<file path="config.mk">
export PLATFORM = sky130hd
export DESIGN_NAME = fir_stream_ctrl
export DESIGN_NICKNAME = d
export VERILOG_FILES = /design/src/rtl/fir_stream_pkg.sv /design/src/rtl/fir_valid_delay.sv /design/src/rtl/fir_stream_ctrl.sv
export SDC_FILE = /design/constraint.sdc
export NUM_CORES = 1
export LEC_CHECK = 0
export ABC_AREA = 1
export CAP_MARGIN = 20
export CORE_UTILIZATION = 43
export DETAILED_ROUTE_END_ITERATION = 12
export PLACE_DENSITY = 0.79
export SKIP_LAST_GASP = 1
export SYNTH_ARGS = -nofsm -noshare
export SYNTH_HDL_FRONTEND = slang
export SYNTH_SLANG_ARGS = --single-unit
</file>
<file path="constraint.sdc">
create_clock -name clk -period 2.5 [get_ports clk]
set_clock_uncertainty 0.2 [all_clocks]
set_input_delay 0.5 -clock clk [delete_from_list [all_inputs] [get_ports clk]]
set_output_delay 0.5 -clock clk [all_outputs]
set_load 0.01 [all_outputs]
</file>
<file path="src/rtl/fir_stream_pkg.sv">
`default_nettype none
// +----------------------------------------------------------------------+
// | fir_stream_pkg : shared types and defaults for the FIR playback ctrl |
// | Optional FLUSH state built when FIR_STREAM_FLUSH_EN is defined.      |
// | Revision: 1.0                                                        |
// +----------------------------------------------------------------------+
package fir_stream_pkg;

  localparam int DATA_W_DEF = 16;
  localparam int ADDR_W_DEF = 7;

  typedef enum logic [2:0] {
    IDLE  = 3'd0,
    RUN   = 3'd1,
    DRAIN = 3'd2,
`ifdef FIR_STREAM_FLUSH_EN
    FLUSH = 3'd4,
`endif
    DONE  = 3'd3
  } state_t;

  // Read stage + fir_din stage + filter latency.
  function automatic int pipe_stages(input int fir_lat);
    return 2 + fir_lat;
  endfunction

endpackage
`default_nettype wire

</file>
<file path="src/rtl/fir_valid_delay.sv">
`default_nettype none
// +----------------------------------------------------------------------+
// | fir_valid_delay : valid-bit shift register covering the filter delay |
// | Revision: 1.0                                                        |
// +----------------------------------------------------------------------+
module fir_valid_delay #(
  parameter int LEN = 1
) (
  input  logic clk,
  input  logic reset,
  input  logic i_valid,
  output logic o_cap_en,
  output logic o_valid,
  output logic o_empty_next
);

  logic [LEN-1:0] r_sr;

  // o_cap_en fires one cycle ahead of o_valid so the capture register
  // and the valid bit load on the same edge.
  generate
    if (LEN == 1) begin : g_single
      always_ff @(posedge clk) begin
        if (reset) r_sr <= '0;
        else       r_sr <= i_valid;
      end
      assign o_cap_en     = i_valid;
      assign o_empty_next = 1'b1;
    end else begin : g_chain
      always_ff @(posedge clk) begin
        if (reset) r_sr <= '0;
        else       r_sr <= {r_sr[LEN-2:0], i_valid};
      end
      assign o_cap_en     = r_sr[LEN-2];
      assign o_empty_next = (r_sr[LEN-2:0] == '0);
    end
  endgenerate

  assign o_valid = r_sr[LEN-1];

endmodule
`default_nettype wire

</file>
<file path="src/rtl/fir_stream_ctrl.sv">
`default_nettype none
// +----------------------------------------------------------------------+
// | fir_stream_ctrl : sample-RAM playback sequencer for the 16-bit FIR   |
// | Optional tail flush: FIR_STREAM_FLUSH_EN.   Revision: 1.0            |
// +----------------------------------------------------------------------+
module fir_stream_ctrl
  import fir_stream_pkg::*;
#(
  parameter int DATA_W    = DATA_W_DEF,
  parameter int DEPTH     = 100,
  parameter int ADDR_W    = ADDR_W_DEF,
  parameter int FIR_LAT   = 1,
  parameter int FLUSH_LEN = 16
) (
  input  logic              clk,
  input  logic              reset,
  input  logic              start,
  input  logic              stop,
  input  logic              loop_en,
  input  logic [ADDR_W-1:0] len,
  output logic [ADDR_W-1:0] mem_addr,
  input  logic [DATA_W-1:0] mem_rdata,
  output logic [DATA_W-1:0] fir_din,
  input  logic [DATA_W-1:0] fir_dout,
  output logic [DATA_W-1:0] out_data,
  output logic              out_valid,
  output logic              busy,
  output logic              done,
  output logic              err
);

  localparam int                c_pipe_stages = pipe_stages(FIR_LAT);
  localparam logic [ADDR_W-1:0] c_depth       = ADDR_W'(DEPTH);

  generate
    if (FIR_LAT < 1 || DEPTH < 1 || (2 ** ADDR_W) < DEPTH || FLUSH_LEN < 1) begin : g_bad_params
      $error("fir_stream_ctrl: illegal parameter set");
    end
  endgenerate

  state_t            r_state;
  state_t            w_state_nxt;
  logic [ADDR_W-1:0] r_addr;
  logic [ADDR_W-1:0] r_len;
  logic              r_err;
  logic              r_rd_vld;
  logic              r_din_vld;
  logic [DATA_W-1:0] r_fir_din;
  logic [DATA_W-1:0] r_out_data;
  logic              w_issue;
  logic              w_last;
  logic              w_accept;
  logic              w_cap_en;
  logic              w_tail_clear;
  logic              w_pipe_empty_nxt;
  logic              w_inject;
  logic              w_rd_zero;

  assign w_last           = (r_addr == r_len - 1'b1);
  assign w_accept         = (r_state == IDLE) && start && (len != '0);
  assign w_pipe_empty_nxt = !r_rd_vld && !r_din_vld && w_tail_clear;

`ifdef FIR_STREAM_FLUSH_EN
  localparam int     c_flush_w   = $clog2(FLUSH_LEN + 1);
  localparam state_t c_after_run = FLUSH;

  logic [c_flush_w-1:0] r_flush_cnt;
  logic                 r_rd_zero;
  logic                 w_flush_last;

  assign w_flush_last = (r_flush_cnt == c_flush_w'(FLUSH_LEN - 1));
  assign w_inject     = (r_state == FLUSH);
  assign w_rd_zero    = r_rd_zero;

  // Flush slots ride the read stage as zero-data reads, so they follow
  // the last real sample without a bubble.
  always_ff @(posedge clk) begin
    if (reset) begin
      r_flush_cnt <= '0;
      r_rd_zero   <= 1'b0;
    end else begin
      r_flush_cnt <= (r_state == FLUSH) ? r_flush_cnt + 1'b1 : '0;
      r_rd_zero   <= w_inject;
    end
  end
`else
  localparam state_t c_after_run = DRAIN;

  assign w_inject  = 1'b0;
  assign w_rd_zero = 1'b0;
`endif

  always_ff @(posedge clk) begin
    if (reset) r_state <= IDLE;
    else       r_state <= w_state_nxt;
  end

  always_comb begin
    w_state_nxt = r_state;
    w_issue     = 1'b0;
    busy        = (r_state != IDLE);
    done        = (r_state == DONE);
    case (r_state)
      IDLE:  if (w_accept) w_state_nxt = RUN;
      RUN: begin
        if (stop) begin
          w_state_nxt = DRAIN;
        end else begin
          w_issue = 1'b1;
          if (w_last && !loop_en) w_state_nxt = c_after_run;
        end
      end
`ifdef FIR_STREAM_FLUSH_EN
      FLUSH: if (w_flush_last) w_state_nxt = DRAIN;
`endif
      DRAIN: if (w_pipe_empty_nxt) w_state_nxt = DONE;
      DONE:  w_state_nxt = IDLE;
      default: w_state_nxt = IDLE;
    endcase
  end

  always_ff @(posedge clk) begin
    if (reset) begin
      r_addr     <= '0;
      r_len      <= '0;
      r_err      <= 1'b0;
      r_rd_vld   <= 1'b0;
      r_din_vld  <= 1'b0;
      r_fir_din  <= '0;
      r_out_data <= '0;
    end else begin
      if (r_state == IDLE && start) begin
        if (len == '0) begin
          r_err <= 1'b1;
        end else begin
          r_err  <= 1'b0;
          r_len  <= (len > c_depth) ? c_depth : len;
          r_addr <= '0;
        end
      end
      if (w_issue) begin
        if (!w_last)      r_addr <= r_addr + 1'b1;
        else if (loop_en) r_addr <= '0;
      end
      r_rd_vld  <= w_issue | w_inject;
      r_din_vld <= r_rd_vld;
      r_fir_din <= (r_rd_vld && !w_rd_zero) ? mem_rdata : '0;
      if (w_cap_en) r_out_data <= fir_dout;
    end
  end

  fir_valid_delay #(
    .LEN (c_pipe_stages - 2)
  ) u_valid_delay (
    .clk          (clk),
    .reset        (reset),
    .i_valid      (r_din_vld),
    .o_cap_en     (w_cap_en),
    .o_valid      (out_valid),
    .o_empty_next (w_tail_clear)
  );

  assign mem_addr = r_addr;
  assign fir_din  = r_fir_din;
  assign out_data = r_out_data;
  assign err      = r_err;

endmodule
`default_nettype wire

</file>
Yosys cells after proc, flatten, opt, wreduce, memory -nomap -nowiden:

Cells that the tools add are included.

* $add $sub $neg: 2
* $lt $le $gt $ge: 1
* equality and inequality tests: 7
* muxes and demuxes: 14
* bitwise logic cells: 2
* reductions and logical operators: 14

Operator list (count)
* 2-to-1 mux 7 bit: 6
* 2-to-1 mux 3 bit: 4
* case mux 3 bit (3 select lines): 1
* adder 7 x 1 -> 7 bit (second input constant): 1
* == test 7 bit: 1
* greater-than comparator 7 bit (second input constant): 1
* logical NOT 7 bit: 1
* nonzero test 7 bit: 1
* subtractor 7 x 1 -> 7 bit (second input constant): 1
* == test 3 x 2 -> 1 bit (second input constant): 2
* logical AND 1 bit: 4
* inequality test 2 bit (second input constant): 2
* == test 3 x 1 -> 1 bit (second input constant): 1
* logical NOT 1 bit: 3
* logical NOT 3 bit: 1
* 2-to-1 mux 1 bit: 3
* inequality test 3 bit (second input constant): 1
* AND reduction 3 bit: 1
* nonzero test 3 bit: 1
* inverter 1 bit: 2
* AND reduction 2 bit: 1
* OR reduction 2 bit: 1

* register bits: 53
* output and inout port bits: 43

Depth between registers and ports, before layout:

* depth in word-level cells: 6
* mapped depth: 15

By module:

A second synthesis with hierarchy kept.

* cells, all modules: 315
* area total of the unflattened synthesis: 2220.9 um^2

By module, submodules not included
* fir_stream_ctrl: times used 1, cells each 309, area an instance 2172.1 um^2, sequential area each 1021.0 um^2
* fir_valid_delay: times used 1, cells each 6, area an instance 48.8 um^2, sequential area each 20.0 um^2

Worst setup path before layout:

No wires, ideal clock.

* path kind: reg-to-reg
* start: reg r_len[0]
* end: reg r_state[0]
* setup time: 0.114 ns
* data arrival time: 1.546 ns
* setup slack: 0.640 ns
* stages on the path, launching flop included: 16
* buffers on the path: 1
* clock period less this slack: 1.860 ns
* path through: dfxtp_1 > inv_1 > ha_1 > nand2_1 > inv_1 > nor2_1 > nand2_1 > nor2_1 > nand3_1 > nor2_2 > nand2_1 > nand2_2 > buf_6 > nand2_1 > nand2_1 > nor2_1

* word-level cells in the longest chain between the ends: 5

RTL lines
* start: declaration: RTL line fir_stream_ctrl.sv:44 `logic [ADDR_W-1:0] r_len;`
* start signal: assignment: RTL line fir_stream_ctrl.sv:137 `r_len <= (len > c_depth) ? c_depth : len;`
* subtractor 7 x 1 -> 7 bit: RTL line fir_stream_ctrl.sv:59 `assign w_last = (r_addr == r_len - 1'b1);`
* == test 7 bit: RTL line fir_stream_ctrl.sv:59
* logical AND 1 bit: RTL line fir_stream_ctrl.sv:110 `if (w_last && !loop_en) w_state_nxt = c_after_run;`
* inequality test 3 bit (no source line)
* AND reduction 3 bit (no source line)
* end signal: assignment: RTL line fir_stream_ctrl.sv:95 `else r_state <= w_state_nxt;`
* end: declaration: RTL line fir_stream_ctrl.sv:41 `state_t r_state;`

Every way passes these cells.
A chain may end at the register's enable or synchronous reset.

Worst setup path in the final report:

* start: reg r_state[0]
* end: out busy

* word-level cells in the longest chain between the ends: 1

RTL lines
* nonzero test 3 bit: RTL line fir_stream_ctrl.sv:101 `busy = (r_state != IDLE);`
* end: declaration: RTL line fir_stream_ctrl.sv:27 `output logic busy,`

Every way passes these cells.

==> impl_metrics.tcl <==
set metrics [dict create \
    antenna_found_initial 0 \
    cts_tree "built" \
    pwr_density_cell_nw_per_um2 659 \
    grt_pass1_vias 1992 \
    path_clk_slew_ns 0.10 \
    core_um2 4820 \
    grt_max_degree 28 \
    route.vias.total 2145 \
    num-nets-final 447 \
    crit_family "buffers and inverters" \
    regArea_um2 1040 \
    layout-drive-gt1-share 0.0452 \
    maxCapViolations 0 \
    crit_fanout 4 \
    combPwrFrac 0.284 \
    critical-path-top-cell-by-count "inv_1" \
    port_buffers 86 \
    relSlewSlack 0.655 \
    final-setup-viol-count 0 \
    status "complete, no violations" \
    rsz0062_at_grt "false" \
    grt_pass1_wl_mm 8.67 \
    finalInstanceArea_um2 3220 \
    avgSynthCellArea_um2 7.07 \
    maxSlewViolCount 0 \
    hp-class "reg2reg" \
    critPathArrivalTime_ns 1.62 \
    die_w_um 73.4 \
    final_antenna_net_count 0 \
    path_cells "inv_1 > ha_1 > inv_1 > clkdlybuf4s50_1" \
    tns_ns 0 \
    hold_buffers 0 \
    hold_viol 0 \
    numCtsBuffers 5 \
    wirelength_mm 5.31 \
    final_common_cell "clkdlybuf4s50_1" \
    num-fill-cells 422 \
    drc 0 \
    dieArea_um2 5390 \
    multiInputGateArea_um2 931 \
    viasPerCell 4.61 \
    crit_type "reg2out" \
    cts_sinks 52 \
    clk_latency_ns 0.30 \
    hpwl_mm 3.92 \
    netlist_instances 310 \
    cts_setup_buffers 0 \
    placed_cell_area_um2 3110 \
    power.leakage_nw 1.42 \
    crit_path_start_kind "flip-flop" \
    n_antenna_cell 0 \
    ir_worst_vdd_mv 0.430 \
    fin_crit_sh 0.927 \
    die_h_um 73.4 \
    grtUsageTotal 0.206 \
    wl_per_cell_um 11.4 \
    synth_seq_cells 52 \
    internal_power_w 0.00147 \
    grt-ovfl-total 0 \
    synth_area_um2 2190 \
    row_count 25 \
    fmax_mhz 432 \
    power_frac_seq 0.450 \
    num_io_pins 87 \
    slowest_delay_ns 0.53 \
    ys_warn_count 0 \
    power_w 0.00212 \
    worstMarginPinSlew_ns 0.517 \
    slowest_stage "clkdlybuf4s50_1" \
    most-common-layout-cells "clkdlybuf4s50_1 (86), nor2_1 (80), dfxtp_1 (52)" \
    cts.htree.levels 2 \
    ys_seq_area_frac 0.475 \
    end_kind "output pin" \
    area_growth_pct 46.9 \
    dr.pass1.iters 7 \
    period_minus_slack_ns 2.32 \
    drt-initial-drc-count 116 \
    initial_core_util 0.455 \
    syn-num-nets 360 \
    required_ns 1.80 \
    gp_congestion 0.792 \
    netSwitchingFraction 0.305 \
    yosysUniqueCellTypes 24 \
    cts.repair.resized 0 \
    path_buf_inv 3 \
    clockBufferDepth 2 \
    clockRootBuffer "clkbuf_8" \
    power_frac_clock 0.266 \
    p_switching_w 0.000647 \
]
per-layer routing:
metal,track usage,part of all wire
met2,0.358,0.49
met3,0.0686,0.072
met1,0.235,0.42
met4,0.0726,0.014
met5,0,0
cells in the mapped netlist:
cell	number	area (um2)
nand2_2	2	12.5
ha_1	6	75.1
dfxtp_1	52	1040
xor2_1	1	8.76
a22oi_1	1	7.51
nand3b_1	2	15.0
nor2_2	3	18.8
a21oi_2	1	8.76
a21oi_1	11	55.1
clkinv_1	2	7.51
or2_2	2	12.5
a31oi_1	1	6.26
nand4_1	4	25.0
nand3_1	12	60.1
nor2_1	80	300
buf_6	1	11.3
nor3_1	2	10.0
buf_2	2	10.0
inv_1	45	169
o21ai_0	26	130
inv_2	1	3.75
xnor2_1	1	8.76
clkbuf_1	5	18.8
nand2_1	47	176
stage by stage:
stage	cells	hold WS [ns]	utilization	setup slack, ns
floorplan	310	0.222	-	0.640
global route	465	0.305	0.668	0.115
detailed placement	457	0.246	0.646	0.339
global placement	457	0.244	0.646	0.370
CTS	465	0.266	0.668	0.168
finish	465	0.259	0.668	0.183
cell type report:
| cell class | count | area share |
|---|---|---|
| Tap cell | 67 | 0.0260 |
| Clock buffer | 6 | 0.0225 |
| Multi-Input combinational cell | 202 | 0.289 |
| Sequential cell | 52 | 0.323 |
| Inverter | 48 | 0.0560 |
| Timing Repair Buffer | 88 | 0.272 |
| Clock inverter | 2 | 0.0109 |
state kept, by name (all words and copies together), names as in the netlist:
register,cells
fir_din,16
out_data,16
mem_addr,7
r_len,7
r_state,2
err,1
r_din_vld,1
r_rd_vld,1
u_valid_delay.o_valid,1
power by group through the flow:
| stage | Sequential, W | Combinational, W | Clock, W |
|---|---|---|---|
| final | 0.000955 | 0.000603 | 0.000564 |
| after detailed placement | 0.000974 | 0.000599 | 0 |
| after global placement | 0.000971 | 0.000583 | 0 |
| after global routing | 0.000966 | 0.000678 | 0.000600 |
| after CTS | 0.000955 | 0.000607 | 0.000573 |
| after floorplan | 0.000978 | 0.000365 | 0 |
path summary, 6_finish.rpt:
kind / startpoint / endpoint / slack (ns) / cells past startpoint
worst min-delay path: r_rd_vld$_SDFF_PP0_ / r_din_vld$_SDFF_PP0_ / 0.26 / 2
worst max register to register: r_len[0]$_SDFFE_PP0P_ / r_state[1]$_SDFFE_PP0P_ / 0.35 / 14
worst min register to register: r_rd_vld$_SDFF_PP0_ / r_din_vld$_SDFF_PP0_ / 0.26 / 2
worst max-delay path: r_state[0]$_SDFFE_PP0P_ / busy / 0.18 / 4
cells by family (layout without fill, tap and decap cells):
family | Yosys count | in the layout | synth area share
and+or+nand+nor | 154 | 154 | 0.288
buffers and inverters | 56 | 144 | 0.100
DFF | 52 | 52 | 0.475
AOI/OAI and AO/OA | 40 | 40 | 0.0947
adders and majority gates | 6 | 6 | 0.0342
xor gates and xnor gates | 2 | 2 | 0.00799
worst min-delay path: cells and delay by family (launching register included):
kind                   cells  cell delay (ns)
AND/OR/NAND/NOR            1             0.05
flip-flops                 1             0.31
buffers and inverters      1             0.06
(Power assumes the default switching activity.)
